[config.mk]
export PLATFORM = sky130hd
export DESIGN_NAME = fetch_stage
export DESIGN_NICKNAME = d
export VERILOG_FILES = /design/src/rtl/fetch_stage.sv
export SDC_FILE = /design/constraint.sdc
export NUM_CORES = 1
export LEC_CHECK = 0
export ABC_AREA = 0
export CELL_PAD_IN_SITES_DETAIL_PLACEMENT = 0
export CELL_PAD_IN_SITES_GLOBAL_PLACEMENT = 1
export CORE_MARGIN = 5
export CORE_UTILIZATION = 42
export DETAILED_ROUTE_END_ITERATION = 8
export PLACE_DENSITY = 0.81
export SLEW_MARGIN = 5
export SYNTH_ARGS = -nofsm -noshare
export SYNTH_HDL_FRONTEND = slang
export SYNTH_SLANG_ARGS = --single-unit
[constraint.sdc]
create_clock -name clk -period 2.7 [get_ports clk]
set_input_delay 0.81 -clock clk [delete_from_list [all_inputs] [get_ports clk]]
set_output_delay 0.81 -clock clk [all_outputs]
set_load 0.005 [all_outputs]
[src/rtl/fetch_stage.sv]
// Instruction fetch stage: word-indexed PC, synchronous imem, 1-entry skid, branch redirect.
module fetch_stage #(
    parameter int unsigned ADDR_W   = 11,
    parameter logic [31:0] RESET_PC = 32'd0
) (
    input  logic              clk,
    input  logic              rst_n,
    input  logic              stall,
    input  logic              branch_valid,
    input  logic [31:0]       branch_target,
    output logic [ADDR_W-1:0] imem_addr,
    output logic              imem_rd,
    input  logic [31:0]       imem_rdata,
    output logic [31:0]       instr_out,
    output logic [31:0]       pc_out,
    output logic              valid_out
);

    localparam int unsigned XLEN = 32;

    typedef enum logic [1:0] {
        S_LOAD   = 2'd0,
        S_FETCH  = 2'd1,
        S_STREAM = 2'd2,
        S_HOLD   = 2'd3
    } state_e;

    // Instruction word paired with the word address it came from.
    typedef struct packed {
        logic [XLEN-1:0] instr;
        logic [XLEN-1:0] pc;
    } fetch_word_t;

    state_e          state_q, state_d;
    logic [XLEN-1:0] pc_q, pc_d;
    logic [XLEN-1:0] inflight_pc_q, inflight_pc_d;
    fetch_word_t     out_q, out_d;
    logic            valid_q, valid_d;
    fetch_word_t     skid_q, skid_d;
    logic            skid_valid_q, skid_valid_d;
    logic            rd_c;

    // State and datapath registers; reset discards in-flight and skid contents.
    always_ff @(posedge clk or negedge rst_n) begin
        if (!rst_n) begin
            state_q       <= S_LOAD;
            pc_q          <= RESET_PC;
            inflight_pc_q <= '0;
            out_q         <= '0;
            valid_q       <= 1'b0;
            skid_q        <= '0;
            skid_valid_q  <= 1'b0;
        end else begin
            state_q       <= state_d;
            pc_q          <= pc_d;
            inflight_pc_q <= inflight_pc_d;
            out_q         <= out_d;
            valid_q       <= valid_d;
            skid_q        <= skid_d;
            skid_valid_q  <= skid_valid_d;
        end
    end

    // Next-state and datapath control; a redirect overrides everything, including stall.
    always_comb begin
        state_d       = state_q;
        pc_d          = pc_q;
        inflight_pc_d = inflight_pc_q;
        out_d         = out_q;
        valid_d       = valid_q;
        skid_d        = skid_q;
        skid_valid_d  = skid_valid_q;
        rd_c          = 1'b0;

        if (branch_valid) begin
            pc_d         = branch_target;
            valid_d      = 1'b0;
            skid_d       = '0;
            skid_valid_d = 1'b0;
            state_d      = S_FETCH;
        end else begin
            unique case (state_q)
                S_LOAD: begin
                    pc_d    = RESET_PC;
                    state_d = S_FETCH;
                end
                S_FETCH: begin
                    // Issue the first read of a stream; a stalled valid output keeps its word.
                    rd_c          = 1'b1;
                    inflight_pc_d = pc_q;
                    pc_d          = pc_q + XLEN'(1);
                    if (!stall) begin
                        valid_d = 1'b0;
                    end
                    state_d = S_STREAM;
                end
                S_STREAM: begin
                    if (stall) begin
                        // Park the returning word; no new read until the skid drains.
                        skid_d       = '{instr: imem_rdata, pc: inflight_pc_q};
                        skid_valid_d = 1'b1;
                        state_d      = S_HOLD;
                    end else begin
                        out_d         = '{instr: imem_rdata, pc: inflight_pc_q};
                        valid_d       = 1'b1;
                        rd_c          = 1'b1;
                        inflight_pc_d = pc_q;
                        pc_d          = pc_q + XLEN'(1);
                    end
                end
                S_HOLD: begin
                    if (!stall) begin
                        out_d        = skid_q;
                        valid_d      = skid_valid_q;
                        skid_d       = '0;
                        skid_valid_d = 1'b0;
                        state_d      = S_FETCH;
                    end
                end
                default: begin
                    state_d = S_LOAD;
                end
            endcase
        end
    end

    // Output mapping: memory address is the low bits of the word PC.
    assign imem_addr = pc_q[ADDR_W-1:0];
    assign imem_rd   = rd_c;
    assign instr_out = out_q.instr;
    assign pc_out    = out_q.pc;
    assign valid_out = valid_q;

endmodule

## After elaboration in Yosys (flattened, before gate mapping)

Index checks and enable logic that the tools add are counted.

- Bitwise gates (word level): 1
- Multipliers: 0
- Add/sub/neg operators: 1
- Reductions and logical operators: 12
- Order comparisons: 0
- Shifts and indexed selects: 0
- Mux-type cells: 27
- Div/mod/pow operators: 0
- Eq/ne operators: 9

Operators by type and width:

| operator | number |
|---|---|
| two-way mux 64 bit | 5 |
| one-hot mux 64 bit (2 select lines) | 2 |
| two-way mux 32 bit | 3 |
| one-hot mux 32 bit (3 select lines) | 1 |
| one-hot mux 32 bit (2 select lines) | 1 |
| adder 32 x 1 -> 32 bit, second input constant | 1 |
| != test 3 bit, second input constant | 4 |
| two-way mux 1 bit | 8 |
| one-hot mux 2 bit (4 select lines) | 1 |
| AND reduction 4 bit | 2 |
| nonzero test 4 bit | 2 |
| two-way mux 2 bit | 3 |
| AND reduction 3 bit | 2 |
| equality test 2 bit, second input constant | 2 |
| != test 2 bit, second input constant | 2 |
| one-hot mux 1 bit (2 select lines) | 2 |
| AND reduction 2 bit | 2 |
| nonzero test 2 bit | 2 |
| one-hot mux 1 bit (3 select lines) | 1 |
| nonzero test 3 bit | 1 |
| equality test 2 x 1 -> 1 bit, second input constant | 1 |
| logical NOT 2 bit | 1 |
| NOT 1 bit | 1 |

- Output and inout port bits: 77
- Bits in writable memories: 0
- Logic and storage cells: 59
- Bits in latches: 0
- Register bits after elaboration: 196
- Memory bits (read-only): 0
- Memories: 0
- Input bits: 68

## Logic depth before layout (Yosys ltp)

- Word-level depth: 4
- Mapped depth: 8
- Depth with buffers taken out: 7

## Worst setup path before layout

OpenSTA, ideal clock, no wires.

- Path kind: input to output
- From: input branch_valid
- To: output imem_rd
- Slack: 0.375 ns
- Path buffers: 2
- Arrival time: 1.515 ns
- Cell stages on the path: 4
- Data required time: 1.890 ns
- Cell sequence: nand2b_1 > clkbuf_1 > clkbuf_1 > nor2_1

- Word-level cells in the longest chain between the ends: 1

Ends and longest elaborated chain:

| what | line | RTL |
|---|---|---|
| from (decl) | 9 | `input logic branch_valid,` |
| two-way mux 1 bit | 75 | `if (branch_valid) begin` |
| to (decl) | 12 | `output logic imem_rd,` |

Every way passes these cells.

## Worst setup path after layout

- From: input stall
- To: output imem_rd

- Word-level cells in the longest chain between the ends: 3

Ends and longest elaborated chain:

| what | line | RTL |
|---|---|---|
| from (decl) | 8 | `input logic stall,` |
| two-way mux 1 bit | 98 | `if (stall) begin` |
| one-hot mux 1 bit (2 select lines) | 82 | `unique case (state_q)` |
| two-way mux 1 bit | 75 |  |

Every way passes these cells.

==> impl_metrics.yaml <==
yosys:
  synthFlopType: "dfrtp_1"
  synth_nets: 843
  synth_area_leaders: "dfrtp_1 (57%), mux2i_1 (7.5%), a22o_1 (6.5%)"
  yosysSeqAreaShare_pct: 56.51
  synth_area_per_cell_um2: 11.29
  synth_warnings: 0
  synth-edff-count: 0
  synth_top_cell_by_area: "dfrtp_1"
  syn_inst: 769
  ys_types: 46
  yosys.area.top_type_share_pct: 56.51
  async_flop_share_pct: 100.0
  synthesis.area_um2: 8680
  ys_ff_latch: 196
drt:
  via_count: 6374
  drcViolationCount: 0
  drtIter0Drc: 492
  drtAntennaViolNets: 0
  wl_per_cell_um: 17.33
  first_pass_iters: 4
  drt_wl_total_mm: 20.45
  avgViaCountPerCell: 5.402
timing:
  fin_setup_tns_ns: 0
  relSlewSlack_pct: 56.29
  hold_viol_final: 0
  finalCriticalPeriod_ns: 2.641
  final_max_slew_viol_count: 0
  worst_clock_skew_ns: 0.01196
  timing.fmax_mhz: 378.6
  setup_viol: 0
  rsz0062_at_grt: "no"
  tightest_slew_ns: 0.6507
  final.period_utilization_pct: 97.82
global_route:
  grt.total_usage_pct: 17.82
  grt_pass1_wl_mm: 34.45
  grt_overflow_total: 0
  grt_start_max_net_pins: 64
  antenna_found_initial: 0
  first_global_vias: 6436
placement:
  dpl.hpwl_mm: 14.01
  dp.cells: 1147
  io_buffers: 144
  routabilityCongestion: 0.7836
flow_run:
  drv_cap: 0
layout:
  nets: 971
  final_common_cell: "dfrtp_1"
  area_growth_pct: 29.09
  fill_cells: 1765
  stdcell_count: 1180
  diodes: 0
  layout-drive-gt1-share_pct: 11.87
  most-common-layout-cells: "dfrtp_1 (196), clkdlybuf4s50_1 (142), o21ai_0 (94)"
cts:
  h-tree-depth: 4
  path_clk_slew_ns: 0.07
  tritoncts.num_buffers: 17
  cts_tree: "built"
  cts_root_buffer: "clkbuf_16"
  holdBufCountCts: 0
  cts_max_path_buffers: 2
  clk_latency_ns: 0.43
  cts_sinks: 196
pwr:
  irDropWorstVdd_mv: 0.4453
  power.density_nw_per_um2: 1026
  p_leak_nw: 4.874
  finalPower_w: 0.01150
outcome:
  status: "finished, final reports clean"
worst_setup_path:
  critPathMaxFanout: 2
  start_kind: "input pin"
  cp-end-kind: "primary output"
  ff2ff_setup_slack_ns: 0.41
  cpPeakStageDelay_ns: 0.45
  slowest_stage: "clkdlybuf4s50_1"
  worstPathBufferInverterCount: 2
  crit_chain: "clkdlybuf4s50_1, nor2b_1, nor2_1, nor2_2, buf_2"
  worstSetupPathType: "in -> out"
  arrival_ns: 1.83
  crit_required_ns: 1.89
  critPathTopFamily: "buffers and inverters"
die:
  rows: 52
  die_h_um: 153.8
  die_w_um: 153.8
  die_area_um2: 23640
  core_um2: 20300
  start_util_pct: 42.76
  boundaryPins: 145
min_path:
  hold_path.class: "in -> async"
## synth_stat cells (all sizes together) (4+ instances only)
cell type  number
dfrtp         196
o21ai          95
nand2          84
mux2i          65
a22o           64
clkbuf         41
mux2           29
buf            27
nand3          27
nor2           22
a22oi          18
a21oi          13
o311ai          9
inv             8
nand4           8
ha              6
nor4            6
o211ai          6
or4             5
a32oi           4
## power breakdown
group	switching, W	internal, W	total, W
Sequential	0.000854	0.00389	0.00475
Clock	0.00109	0.00160	0.00269
Combinational	0.00184	0.00222	0.00406
Total	0.00378	0.00772	0.0115
## final cells by class
class                   instances  area, um^2  share of cell area (%)
inverters                       8       30.03                  0.2680
repair buffers                177        1826                   16.29
well taps                     270       337.8                   3.015
clock inverters                12       175.2                   1.563
clock buffers                  20       456.7                   4.076
flip-flops and latches        196        4905                   43.77
multi-input cells             497        3475                   31.01
## worst paths after layout
check | startpoint | endpoint | cells past startpoint
worst max-delay path | stall | imem_rd | 5
worst min-delay path | rst_n | inflight_pc_q[9] | 1
worst max register to register | pc_q[1] | pc_q[12] | 6
worst min register to register | pc_out[17] | pc_out[17] | 2
max in group asynchronous | rst_n | instr_out[27] | 2
min in group clk | pc_out[17] | pc_out[17] | 2
## logic make-up after synthesis
family	Yosys count	share of synthesized area, %
adders and majority gates	6	0.8649
DFF	196	56.51
and+or+nand+nor	174	10.03
muxes	94	11.26
AOI/OAI and AO/OA	223	17.28
buffers and inverters	76	4.051
## repair_timing
item,CTS,global route
gates resized for setup,5,0
setup buffers,1,0
setup endpoints to repair,1,0
## stage by stage
step / utilization, % / setup slack, ns / hold slack (ns) / area, um^2
global placement: 52.06 / -0.3914 / 0.4595 / 10570
finish: 55.20 / 0.05897 / 0.3661 / 11200
CTS: 55.20 / 0.07469 / 0.3818 / 11200
detailed placement: 52.06 / -0.3652 / 0.4692 / 10570
global route: 55.20 / 0.01919 / 0.3827 / 11200
floorplan: - / 0.3746 / 0.4501 / 8680
## routing by layer
layer  up-vias  global-route usage, %  part of all wire (%)
met5         -                      0                     0
met4         0                  5.509                   1.1
met3        16                  4.019                   5.1
met2       163                  26.53                    45
met1      3128                  26.09                    49
li1       3067                      -                     -
## sequential cells by signal (all words and copies together) (netlist names)
| register | flops |
|---|---|
| valid_out | 1 |
| inflight_pc_q | 32 |
| pc_out | 32 |
| skid_q | 64 |
| instr_out | 32 |
| pc_q | 32 |
| skid_valid_q | 1 |
| state_q | 2 |
Note: power is estimated with default switching activity, not from simulation.
